===== config.mk =====
export PLATFORM = sky130hd
export DESIGN_NAME = demux_rr_dispatcher_flat
export DESIGN_NICKNAME = d
export VERILOG_FILES = /design/src/rtl/demux_rr_dispatcher_if.sv /design/src/rtl/demux_rr_dispatcher.sv /design/src/flat_wrapper.sv
export SDC_FILE = /design/constraint.sdc
export NUM_CORES = 1
export LEC_CHECK = 0
export ABC_AREA = 1
export CAP_MARGIN = 25
export CORE_MARGIN = 1.5
export CORE_UTILIZATION = 53
export CTS_BUF_LIST = sky130_fd_sc_hd__clkbuf_2 sky130_fd_sc_hd__clkbuf_4 sky130_fd_sc_hd__clkbuf_8
export DETAILED_ROUTE_END_ITERATION = 10
export PLACE_DENSITY = 0.86
export SYNTH_ARGS = -nofsm -noshare
export SYNTH_HDL_FRONTEND = slang
export SYNTH_SLANG_ARGS = --single-unit

===== constraint.sdc =====
create_clock -name clk -period 4.9 [get_ports clk]
set_clock_uncertainty 0.05 [all_clocks]
set_input_delay 0.735 -clock clk [delete_from_list [all_inputs] [get_ports clk]]
set_output_delay 0.735 -clock clk [all_outputs]
set_load 0.03 [all_outputs]

===== src/rtl/demux_rr_dispatcher_if.sv =====
// ---------------------------------------------------------------------------
// demux_rr_dispatcher_if
//
// This interface bundles the handshake and bus signals of the round-robin
// dispatcher that feeds the 1x4 demultiplexer stage.
//
// Upstream side:
//   in_valid  upstream beat available
//   in_bit    upstream data bit
//   in_ready  dispatcher can accept a beat this cycle
//
// Channel side:
//   ch_mask   per-channel enable (bit k enables channel k)
//   ch_ready  per-channel consumer ready (bit k for channel k)
//   din       registered data bit driven to the demux
//   s1, s0    demux select (target channel)
//   out_valid din/s1/s0 carry a live beat
//   beat_cnt  wrapping count of dispatched beats
//
// Modports:
//   slave   the dispatcher's view of the bus
//   master  the environment's view (upstream source plus channel consumers)
// ---------------------------------------------------------------------------
interface demux_rr_dispatcher_if #(
  parameter int CNT_W = 8
);
  logic             in_valid;
  logic             in_bit;
  logic             in_ready;
  logic [3:0]       ch_mask;
  logic [3:0]       ch_ready;
  logic             din;
  logic             s1;
  logic             s0;
  logic             out_valid;
  logic [CNT_W-1:0] beat_cnt;

  modport slave (
    input  in_valid, in_bit, ch_mask, ch_ready,
    output in_ready, din, s1, s0, out_valid, beat_cnt
  );

  modport master (
    output in_valid, in_bit, ch_mask, ch_ready,
    input  in_ready, din, s1, s0, out_valid, beat_cnt
  );
endinterface


===== src/rtl/demux_rr_dispatcher.sv =====
// ---------------------------------------------------------------------------
// demux_rr_dispatcher
//
// This module is the upstream feeder for the 1x4 demultiplexer stage. It
// accepts single-bit beats over a valid/ready handshake and keeps each beat
// in a one-entry holding register. Each beat gets one of four output
// channels, assigned round-robin and skipping channels that ch_mask
// disables. The registered beat and its target channel drive din/s1/s0.
// They stay stable until the addressed channel raises its ready bit.
//
// Ports:
//   clk  system clock; all state changes on its rising edge
//   rst  synchronous, active-high reset
//   bus  demux_rr_dispatcher_if.slave (handshake, mask/ready, demux outputs,
//        dispatched-beat counter)
//
// Parameters:
//   CNT_W  width of the wrapping dispatched-beat counter
// ---------------------------------------------------------------------------
module demux_rr_dispatcher #(
  parameter int CNT_W = 8
) (
  input  logic                  clk,
  input  logic                  rst,
  demux_rr_dispatcher_if.slave  bus
);

  typedef enum logic {
    EMPTY = 1'b0,
    FULL  = 1'b1
  } state_e;

  state_e           state_q, state_d;
  logic             hold_bit_q, hold_bit_d;
  logic [1:0]       target_q, target_d;
  logic [1:0]       ptr_q, ptr_d;
  logic [CNT_W-1:0] cnt_q, cnt_d;

  logic             hold_valid;
  logic             fire;
  logic             accept;
  logic             in_ready;
  logic [1:0]       ptr_n;
  logic [1:0]       sel;
  logic [1:0]       cand;

  // A held beat leaves when its latched channel is ready. The mask is not
  // consulted here on purpose: a channel that is masked after the latch
  // still receives the beat it was promised.
  // The search for the next target starts just past the channel that is
  // being served this cycle. This lets a new beat enter in the same cycle
  // that the old one leaves.
  always_comb begin
    hold_valid = (state_q == FULL);
    fire       = hold_valid & bus.ch_ready[target_q];
    ptr_n      = fire ? (target_q + 2'd1) : ptr_q;
    in_ready   = (|bus.ch_mask) & (~hold_valid | fire);
    accept     = bus.in_valid & in_ready;
  end

  // The loop walks from the farthest candidate back to the nearest one.
  // The last enabled channel it assigns is therefore the first enabled
  // channel in round-robin order from ptr_n. When the mask is zero, sel is
  // not used, because in_ready blocks every accept.
  always_comb begin
    sel  = ptr_n;
    cand = 2'd0;
    for (int i = 3; i >= 0; i--) begin
      cand = ptr_n + 2'(i);
      if (bus.ch_mask[cand]) begin
        sel = cand;
      end
    end
  end

  // Next-state logic for the EMPTY/FULL holding register.
  // When the register drains, hold_bit and target return to zero. This
  // lets din and {s1,s0} come straight from the flops and still read 0
  // while EMPTY.
  always_comb begin
    state_d    = state_q;
    hold_bit_d = hold_bit_q;
    target_d   = target_q;
    ptr_d      = ptr_q;
    cnt_d      = cnt_q;

    if (fire) begin
      ptr_d = target_q + 2'd1;
      cnt_d = cnt_q + CNT_W'(1);
    end

    unique case (state_q)
      EMPTY: begin
        if (accept) begin
          state_d    = FULL;
          hold_bit_d = bus.in_bit;
          target_d   = sel;
        end
      end
      FULL: begin
        if (fire && accept) begin
          hold_bit_d = bus.in_bit;
          target_d   = sel;
        end else if (fire) begin
          state_d    = EMPTY;
          hold_bit_d = 1'b0;
          target_d   = 2'd0;
        end
      end
      default: begin
        state_d = EMPTY;
      end
    endcase
  end

  // State register. A reset in the middle of a transfer drops the held
  // beat without dispatching it, so beat_cnt does not advance.
  always_ff @(posedge clk) begin
    if (rst) begin
      state_q    <= EMPTY;
      hold_bit_q <= 1'b0;
      target_q   <= 2'd0;
      ptr_q      <= 2'd0;
      cnt_q      <= '0;
    end else begin
      state_q    <= state_d;
      hold_bit_q <= hold_bit_d;
      target_q   <= target_d;
      ptr_q      <= ptr_d;
      cnt_q      <= cnt_d;
    end
  end

  assign bus.in_ready  = in_ready;
  assign bus.out_valid = hold_valid;
  assign bus.din       = hold_bit_q;
  assign bus.s1        = target_q[1];
  assign bus.s0        = target_q[0];
  assign bus.beat_cnt  = cnt_q;

endmodule


===== src/flat_wrapper.sv =====
// flat-port wrapper written by rule: the top's interface ports become plain ports
module demux_rr_dispatcher_flat 
#(
  parameter int CNT_W = 8
)
  (clk, rst, bus_in_valid, bus_in_bit, bus_ch_mask, bus_ch_ready, bus_in_ready, bus_din, bus_s1, bus_s0, bus_out_valid, bus_beat_cnt);
  demux_rr_dispatcher_if #(.CNT_W(CNT_W)) bus_i ();
  input  logic clk;
  input  logic rst;
  input wire logic [$bits(bus_i.in_valid)-1:0] bus_in_valid;
  input wire logic [$bits(bus_i.in_bit)-1:0] bus_in_bit;
  input wire logic [$bits(bus_i.ch_mask)-1:0] bus_ch_mask;
  input wire logic [$bits(bus_i.ch_ready)-1:0] bus_ch_ready;
  output wire logic [$bits(bus_i.in_ready)-1:0] bus_in_ready;
  output wire logic [$bits(bus_i.din)-1:0] bus_din;
  output wire logic [$bits(bus_i.s1)-1:0] bus_s1;
  output wire logic [$bits(bus_i.s0)-1:0] bus_s0;
  output wire logic [$bits(bus_i.out_valid)-1:0] bus_out_valid;
  output wire logic [$bits(bus_i.beat_cnt)-1:0] bus_beat_cnt;
  assign bus_i.in_valid = bus_in_valid;
  assign bus_i.in_bit = bus_in_bit;
  assign bus_i.ch_mask = bus_ch_mask;
  assign bus_i.ch_ready = bus_ch_ready;
  assign bus_in_ready = bus_i.in_ready;
  assign bus_din = bus_i.din;
  assign bus_s1 = bus_i.s1;
  assign bus_s0 = bus_i.s0;
  assign bus_out_valid = bus_i.out_valid;
  assign bus_beat_cnt = bus_i.beat_cnt;
  demux_rr_dispatcher #(.CNT_W(CNT_W)) u_core (.clk(clk), .rst(rst), .bus(bus_i));
endmodule

==> results_tabular.tex, run 1 <==
\begin{tabular}{lr}
\hline
Metric & Value \\
\hline
\multicolumn{2}{l}{\textbf{Status}} \\
\quad Status & completed \\
\multicolumn{2}{l}{\textbf{Min path}} \\
\quad Cells on Worst Hold Path & 2 \\
\quad Worst hold path class & reg -> reg \\
\multicolumn{2}{l}{\textbf{Synth}} \\
\quad Cell types with the highest counts after synthesis & sky130\_fd\_sc\_hd\_\_nand2\_1 (31), sky130\_fd\_sc\_hd\_\_inv\_1 (29), sky130\_fd\_sc\_hd\_\_dfxtp\_1 (14), sky130\_fd\_sc\_hd\_\_nand3\_1 (14), sky130\_fd\_sc\_hd\_\_nor2\_1 (10) \\
\quad Share of synthesized area occupied by flip-flops and latches & 29.9\% \\
\quad Cell taking the most area after synthesis & sky130\_fd\_sc\_hd\_\_dfxtp\_1 \\
\quad Post-Syn Area & about 940 sq um \\
\quad Yosys cell types & 23 \\
\quad Most numerous cell in the Yosys netlist & sky130\_fd\_sc\_hd\_\_nand2\_1 \\
\quad Synth warn & 0 \\
\quad Synth Area in XOR/XNOR & between 1.5 and 2\% \\
\quad Post-synth EDFFs & 0 \\
\quad Async set-reset flop share out of synthesis & 0\% \\
\quad Combinational family with the most area after synthesis & simple AND/OR/NAND/NOR gates \\
\quad Post-synthesis compound-gate area fraction & under 10\% \\
\quad Mapped Avg Cell Area & between 6 and 7 sq um \\
\quad Synthesized netlist net count & 158 \\
\quad Synth top area cells & sky130\_fd\_sc\_hd\_\_dfxtp\_1 (30\%), sky130\_fd\_sc\_hd\_\_nand2\_1 (12\%), sky130\_fd\_sc\_hd\_\_inv\_1 (12\%), sky130\_fd\_sc\_hd\_\_nand3\_1 (7.5\%), sky130\_fd\_sc\_hd\_\_nand2\_4 (4.8\%) \\
\quad Multiplexer share of the synthesized area & 0\% \\
\quad Post-synthesis instance total & $\sim$150 \\
\quad Synthesis-stage register bit count & 14 \\
\quad Post-synth top area share & between 20\% and 30\% \\
\quad Most used DFF post-synth & sky130\_fd\_sc\_hd\_\_dfxtp\_1 \\
\quad Area share of and/or/nand/nor cells after synthesis & between 40 and 50\% \\
\quad Synthesized-area fraction occupied by adder cells & 1.34\% \\
\multicolumn{2}{l}{\textbf{Floorplanning}} \\
\quad Boundary pin count & 25 \\
\quad Die outline area & around 2000 sq um \\
\quad Die X-Extent & 45.0 microns \\
\quad Vertical die dimension & about 45 microns \\
\quad Starting utilization of the core area & roughly 55\% \\
\quad Placement row count & 15 \\
\quad Placeable core area & 1690 sq um \\
\multicolumn{2}{l}{\textbf{Power}} \\
\quad Leakage power summed over all cells & approximately 0.56 nW \\
\quad Gate power share & 44.9\% \\
\quad Pwr dens & about 320 nW/um\^{}2 \\
\quad Share of total power consumed by net switching & 40.0\% \\
\quad Share of power burned in the clock network & 20.7\% \\
\quad Internal cell power & about 240 uW \\
\quad VDD IR-drop max & around 0.00025 V \\
\quad Relative contribution of sequential cells to total power & 34.3\% \\
\quad Net Switching & roughly 160 uW \\
\multicolumn{2}{l}{\textbf{Final layout}} \\
\quad Proportion of layout cells with a drive suffix above 1 & roughly an eighth \\
\quad Relative area change from synthesis to final layout & 31.4\% \\
\quad Final std cells w/o fill & between 150 and 200 \\
\quad Antenna diode instance count & 0 \\
\quad Final \#Nets & 186 \\
\multicolumn{2}{l}{\textbf{Route}} \\
\quad Number of antenna-violating nets in the routed design & 0 \\
\quad WL/cell & approximately 11 microns \\
\quad Via-per-instance ratio & just over 5 \\
\quad Total detailed-routing wirelength & between 1.5 and 2 mm \\
\quad DR vias & 960 \\
\quad First-pass detailed-route iteration total & 4 \\
\quad DRC viols & 0 \\
\quad Count of routing violations after the opening detailed-route iteration & 12 \\
\multicolumn{2}{l}{\textbf{Global routing}} \\
\quad Pin count of the biggest net entering global routing & 11 \\
\quad Aggregate global-route resource usage & 22.4\% \\
\quad Antenna violations before repair & 0 \\
\quad Wire length of the first global-routing pass & about 3.4 mm \\
\quad Overall overflow remaining after global route & 0 \\
\quad Via count of the first global-routing pass & a little under 900 \\
\multicolumn{2}{l}{\textbf{STA}} \\
\quad Max-slew headroom & between 70\% and 80\% \\
\quad Final Hold Violating Endpoints & 0 \\
\quad Fin crit period & slightly above 3000 ps \\
\quad Final-report setup violation count & 0 \\
\quad Final Cycle Share & between 60\% and 70\% \\
\quad Hold Slack & approximately 430 ps \\
\quad Measured slew at the worst slew-check pin & 374 ps \\
\quad Unrepaired setup endpoints after global routing & no \\
\quad Maximum clock rate & 321 MHz \\
\quad Final max-slew violation count & 0 \\
\quad Final sum of negative setup slack & 0 ps \\
\multicolumn{2}{l}{\textbf{Clock network}} \\
\quad TritonCTS clock tree & done \\
\quad Max Root-Sink Buffers & 2 \\
\quad Number of buffers created by CTS & 3 \\
\quad Clock Latency Late Sink & between 200 and 300 ps \\
\quad Number of instances resized during post-cts repair & 0 \\
\quad Sinks on Clock Net & 14 \\
\quad Root buffer cell & sky130\_fd\_sc\_hd\_\_clkbuf\_4 \\
\quad Register clock-pin slew on the reported worst setup and hold paths & approximately 80 ps \\
\quad Post-CTS Hold Buffers & 0 \\
\quad Post-CTS setup buffers & 0 \\
\quad Count of H-tree levels built during CTS & 1 \\
\multicolumn{2}{l}{\textbf{Critical path}} \\
\quad CP Depth & 8 \\
\quad Delay of the slowest cell on the worst path & between 600 and 700 ps \\
\quad Cell Chain, Critical Path & clkdlybuf4s50\_1 -> inv\_1 -> nand2\_1 -> nand3\_2 -> nand2\_4 -> o21ai\_0 -> inv\_1 -> clkdlybuf4s50\_1 \\
\quad Critical Path Sink Type & primary output \\
\quad Worst Path Max Fanout & 6 \\
\quad Arrival time of the worst setup path & 2330 ps \\
\quad Worst setup SP type & input pin \\
\quad Cell with the biggest individual delay on the critical path & sky130\_fd\_sc\_hd\_\_clkdlybuf4s50\_1 \\
\quad CP delay by family, top & buffers and inverters \\
\quad Category of the most critical setup path & in -> out \\
\quad Buf+Inv Stages, Crit Path & 4 \\
\quad Required time at the worst-slack endpoint & between 4000 and 5000 ps \\
\quad Count of cells along the worst register-to-register path & 17 \\
\multicolumn{2}{l}{\textbf{Placed design}} \\
\quad Estimated wirelength of the detail-placed design & between 1.5 and 2 mm \\
\quad Port Buf Inserts & 24 \\
\quad Gp weighted congestion & around 0.80 \\
\quad DP Cell Count & 185 \\
\multicolumn{2}{l}{\textbf{Flow run}} \\
\quad Maximum capacitance violations & 0 \\
\hline
\end{tabular}
-- power groups by stage --
stage / Clock [mW] / Sequential, mW / Combinational (mW)
floorplan: 0 / 0.148 / 0.118
global placement: 0 / 0.137 / 0.169
detailed placement: 0 / 0.137 / 0.176
CTS: 0.0822 / 0.134 / 0.177
global route: 0.0880 / 0.136 / 0.196
finish: 0.0812 / 0.135 / 0.176
-- metal layers --
metal	vias up	wire length, microns	global-route usage, %
li1	513	-	-
met4	0	28	9.41
met3	4	61	2.40
met1	429	864	26.6
met5	-	0	0
met2	14	1040	40.3
-- metrics by stage --
stage                     setup slack (ps)  power [mW]  instance area, sq um  util [%]
after CTS                             1790       0.393                  1230      72.8
final                                 1790       0.392                  1230      72.8
after global routing                  1680       0.420                  1230      72.8
after floorplan                       2810       0.266                   936         -
after detailed placement              1790       0.313                  1190      70.7
after global placement                1840       0.306                  1190      70.7
-- worst reg2reg max path, stage by stage (launching register included) --
cell and delay (ps):
sky130_fd_sc_hd__dfxtp_1 500, sky130_fd_sc_hd__inv_2 80, sky130_fd_sc_hd__nand2_1 80, sky130_fd_sc_hd__nand3_2 80
sky130_fd_sc_hd__nand2_4 120, sky130_fd_sc_hd__nand2_4 100, sky130_fd_sc_hd__nand2_2 90, sky130_fd_sc_hd__nand2_2 90
sky130_fd_sc_hd__nand2_1 120, sky130_fd_sc_hd__nand2_1 110, sky130_fd_sc_hd__o21ai_2 90, sky130_fd_sc_hd__nand2_1 70
sky130_fd_sc_hd__inv_1 60, sky130_fd_sc_hd__nand2_2 60, sky130_fd_sc_hd__nand2_1 50, sky130_fd_sc_hd__nand2_1 50
sky130_fd_sc_hd__nand3_2 60, sky130_fd_sc_hd__a21oi_2 50
-- cells by family after synthesis --
group / count (synthesis)
AOI/OAI and AO/OA: 16
and+or+nand+nor: 80
xor gates and xnor gates: 2
buffers and inverters: 32
adders and majority gates: 1
DFF: 14
-- state kept, by name (all words and copies together), names as in the netlist --
signal	cells
u_core.bus.beat_cnt	8
u_core.ptr_q	2
u_core.target_q	2
u_core.bus.din	1
u_core.bus.out_valid	1
-- path summary, 6_finish.rpt --
kind | from | endpoint | slack, ps
min | u_core.bus.din | u_core.bus.din | 430
max | bus_ch_ready[3] | bus_in_ready | 1790
max reg2reg | u_core.target_q[0] | u_core.target_q[0] | 2870
min reg2reg | u_core.bus.din | u_core.bus.din | 430
-- cell type report --
cell class | count | area, sq um
multi-input combinational | 99 | 533
fill | 138 | 459
sequential | 14 | 280
timing repair buffer | 24 | 240
inverter | 31 | 119
clock buffer | 4 | 36.3
tap | 17 | 21.3
-- placed cells by master, fill, tap and decap left out, drive strengths merged --
| cell | instances |
|---|---|
| nand2 | 41 |
| inv | 31 |
| clkdlybuf4s50 | 24 |
| nand3 | 18 |
| dfxtp | 14 |
| nor2 | 10 |
| o21ai | 9 |
| a21oi | 7 |
| clkbuf | 4 |
| nand4 | 3 |
| nor3 | 3 |
| nor3b | 2 |
| xnor2 | 2 |
| and2 | 1 |
| nand3b | 1 |
| nor4 | 1 |
| ha | 1 |
Note: power is estimated with default switching activity, not from simulation.
==> run 2, diff against run 1 <==
--- a/config.mk
+++ b/config.mk
@@ -8,10 +8,10 @@
 export ABC_AREA = 1
 export CAP_MARGIN = 25
 export CORE_MARGIN = 1.5
-export CORE_UTILIZATION = 53
+export CORE_UTILIZATION = 49
 export CTS_BUF_LIST = sky130_fd_sc_hd__clkbuf_2 sky130_fd_sc_hd__clkbuf_4 sky130_fd_sc_hd__clkbuf_8
 export DETAILED_ROUTE_END_ITERATION = 10
-export PLACE_DENSITY = 0.86
+export PLACE_DENSITY = 0.81
 export SYNTH_ARGS = -nofsm -noshare
 export SYNTH_HDL_FRONTEND = slang
 export SYNTH_SLANG_ARGS = --single-unit
==> constraint.sdc (replaced) <==
create_clock -name clk -period 3 [get_ports clk]
set_clock_uncertainty 0.05 [all_clocks]
set_input_delay 0.45 -clock clk [delete_from_list [all_inputs] [get_ports clk]]
set_output_delay 0.45 -clock clk [all_outputs]
set_load 0.03 [all_outputs]
==> run 2 against run 1 <==
Against the previous run: register-to-register slack lost 1900 ps; utilization decreased by 3.3 points; non-clock buffer count stayed put; combinational power is 63% higher; setup slack lost 1300 ps; largest power group unchanged.
==> results_tabular.tex, run 2 (synthesized netlist as in run 1, its figures left out) <==
\begin{tabular}{lr}
\hline
Metric & Value \\
\hline
\multicolumn{2}{l}{\textbf{Critical path}} \\
\quad Cell Chain, Critical Path & clkdlybuf4s50\_1 -> inv\_1 -> nand2\_1 -> nand3\_2 -> nand2\_4 -> o21ai\_0 -> inv\_1 -> clkdlybuf4s50\_1 \\
\quad Buf+Inv Stages, Crit Path & 4 \\
\quad Required time at the worst-slack endpoint & 2500 ps \\
\quad Count of cells along the worst register-to-register path & 16 \\
\quad Destination of the worst register-to-register timing path & u\_core.target\_q[0] \\
\quad Category of the most critical setup path & in -> out \\
\quad Register-to-Register Setup Slack & 1000 ps \\
\quad Worst setup SP type & input pin \\
\quad Cell with the biggest individual delay on the critical path & sky130\_fd\_sc\_hd\_\_clkdlybuf4s50\_1 \\
\quad Critical Path Sink Type & primary output \\
\quad Delay of the slowest cell on the worst path & 660 ps \\
\quad CP delay by family, top & buffers and inverters \\
\quad Arrival time of the worst setup path & between 2000 and 2500 ps \\
\quad Worst Path Max Fanout & 6 \\
\quad Beginning of the worst register-to-register path & u\_core.target\_q[0] \\
\multicolumn{2}{l}{\textbf{Final layout}} \\
\quad Leading cell types in the layout, fill and taps excluded & sky130\_fd\_sc\_hd\_\_nand2\_1 (31), sky130\_fd\_sc\_hd\_\_inv\_1 (29), sky130\_fd\_sc\_hd\_\_clkdlybuf4s50\_1 (24) \\
\quad Antenna diode instance count & 0 \\
\quad Final std cells w/o fill & about 200 \\
\quad Largest register FFs & 8 \\
\quad Final \#Nets & around 190 \\
\quad Most common cell after layout, fill and taps aside & sky130\_fd\_sc\_hd\_\_nand2\_1 \\
\quad Relative area change from synthesis to final layout & 31.0\% \\
\quad Proportion of layout cells with a drive suffix above 1 & between 10\% and 20\% \\
\multicolumn{2}{l}{\textbf{STA}} \\
\quad Final Hold Violating Endpoints & 0 \\
\quad Final max-slew violation count & 0 \\
\quad Unrepaired setup endpoints after global routing & no \\
\quad Fin crit period & between 2000 and 3000 ps \\
\quad Final sum of negative setup slack & 0 ps \\
\quad Max-slew headroom & between 70\% and 80\% \\
\quad Setup slack of the critical path after layout & slightly below 500 ps \\
\quad Hold Slack & roughly 420 ps \\
\quad Final-report setup violation count & 0 \\
\quad Measured slew at the worst slew-check pin & between 300 and 400 ps \\
\quad Maximum clock rate & $\sim$400 MHz \\
\quad Final Cycle Share & 83.9\% \\
\multicolumn{2}{l}{\textbf{Route}} \\
\quad DR vias & a little under 1000 \\
\quad Via-per-instance ratio & roughly 5 \\
\quad Total detailed-routing wirelength & slightly above 2 mm \\
\quad Number of antenna-violating nets in the routed design & 0 \\
\quad DRC viols & 0 \\
\quad First-pass detailed-route iteration total & 4 \\
\quad Count of routing violations after the opening detailed-route iteration & 12 \\
\quad WL/cell & approximately 10 microns \\
\multicolumn{2}{l}{\textbf{Power}} \\
\quad VDD IR-drop max & about 0.00028 V \\
\quad Pwr dens & about 500 nW/um\^{}2 \\
\quad Leakage power summed over all cells & $\sim$0.55 nW \\
\multicolumn{2}{l}{\textbf{Clock network}} \\
\quad Sinks on Clock Net & 14 \\
\quad Max Root-Sink Buffers & 2 \\
\quad Register clock-pin slew on the reported worst setup and hold paths & roughly 90 ps \\
\quad Count of H-tree levels built during CTS & 1 \\
\quad Clock Latency Late Sink & between 200 and 300 ps \\
\quad Post-CTS Hold Buffers & 0 \\
\quad Root buffer cell & sky130\_fd\_sc\_hd\_\_clkbuf\_4 \\
\quad Number of buffers created by CTS & 3 \\
\quad Post-CTS setup buffers & 0 \\
\quad TritonCTS clock tree & done \\
\quad Number of instances resized during post-cts repair & 0 \\
\multicolumn{2}{l}{\textbf{Global routing}} \\
\quad Aggregate global-route resource usage & between 20\% and 30\% \\
\quad Antenna violations before repair & 0 \\
\quad Via count of the first global-routing pass & about 890 \\
\quad Wire length of the first global-routing pass & around 3.4 mm \\
\quad Pin count of the biggest net entering global routing & 11 \\
\quad Overall overflow remaining after global route & 0 \\
\multicolumn{2}{l}{\textbf{Placed design}} \\
\quad Gp weighted congestion & about 0.82 \\
\quad Port Buf Inserts & 24 \\
\quad Pre-CTS setup slack & 477 ps \\
\quad DP Cell Count & 193 \\
\quad Estimated wirelength of the detail-placed design & 1.69 mm \\
\multicolumn{2}{l}{\textbf{Floorplanning}} \\
\quad Die X-Extent & roughly 47 microns \\
\quad Placeable core area & between 1500 and 2000 sq um \\
\quad Boundary pin count & 25 \\
\quad Die outline area & around 2200 sq um \\
\quad Vertical die dimension & 46.7 microns \\
\quad Placement row count & 15 \\
\quad Starting utilization of the core area & about 53\% \\
\multicolumn{2}{l}{\textbf{Min path}} \\
\quad Hold EP & u\_core.bus.din \\
\quad Hold wc startpoint & u\_core.bus.din \\
\quad Cells on Worst Hold Path & 2 \\
\quad Worst hold path class & reg -> reg \\
\multicolumn{2}{l}{\textbf{Flow run}} \\
\quad Maximum capacitance violations & 0 \\
\multicolumn{2}{l}{\textbf{Status}} \\
\quad Status & completed \\
\hline
\end{tabular}
[run 2: cell count changes in the layout (fill, tap and decap cells not counted), sizes merged]
| cell | change |
|---|---|
| clkbuf | -1 |
[run 2: power by group]
part / total [mW] / switching [mW] / internal (mW)
Combinational: 0.287 / 0.177 / 0.110
Sequential: 0.219 / 0.0186 / 0.200
Clock: 0.104 / 0.0580 / 0.0464
[run 2: layer usage]
| metal | vias up | global-route usage, % | part of all wire, % |
|---|---|---|---|
| met5 | - | 0 | 0 |
| li1 | 513 | - | - |
| met3 | 2 | 3.53 | 3.5 |
| met2 | 18 | 38.9 | 52 |
| met1 | 443 | 26.2 | 45 |
| met4 | 0 | 3.33 | 0.29 |
[run 2: cell type report]
class                      instances  area, sq um
fill                             169          538
multi-input combinational         99          533
sequential                        14          280
timing repair buffer              24          240
inverter                          31          119
tap                               25         31.3
clock buffer                       3         22.5
[run 2: worst reg2reg max path, delay by kind of cell, from the launching register on]
kind	cells	cell delay [ps]
and+or+nand+nor	12	1090
DFF	1	490
AOI/OAI and AO/OA	2	190
buffers and inverters	2	120
[run 2: how the worst max path moves through the flow]
stage                        from            endpoint  slack [ps]  cells after the start
2_1_floorplan  u_core.target_q[0]  u_core.target_q[0]        1040                     17
3_3_place_gp      bus_ch_ready[3]        bus_in_ready         500                      8
3_5_place_dp      bus_ch_ready[3]        bus_in_ready         480                      8
4_1_cts           bus_ch_ready[3]        bus_in_ready         480                      8
5_1_grt           bus_ch_ready[3]        bus_in_ready         400                      8
6_report          bus_ch_ready[3]        bus_in_ready         480                      8
[run 2: metrics by stage]
stage | area, sq um | power, mW | util (%)
6_report | 1230 | 0.610 | 69.5
5_1_grt | 1230 | 0.655 | 69.5
4_1_cts | 1230 | 0.611 | 69.5
3_5_place_dp | 1200 | 0.510 | 68.2
3_3_place_gp | 1200 | 0.502 | 68.2
2_1_floorplan | 936 | 0.435 | -
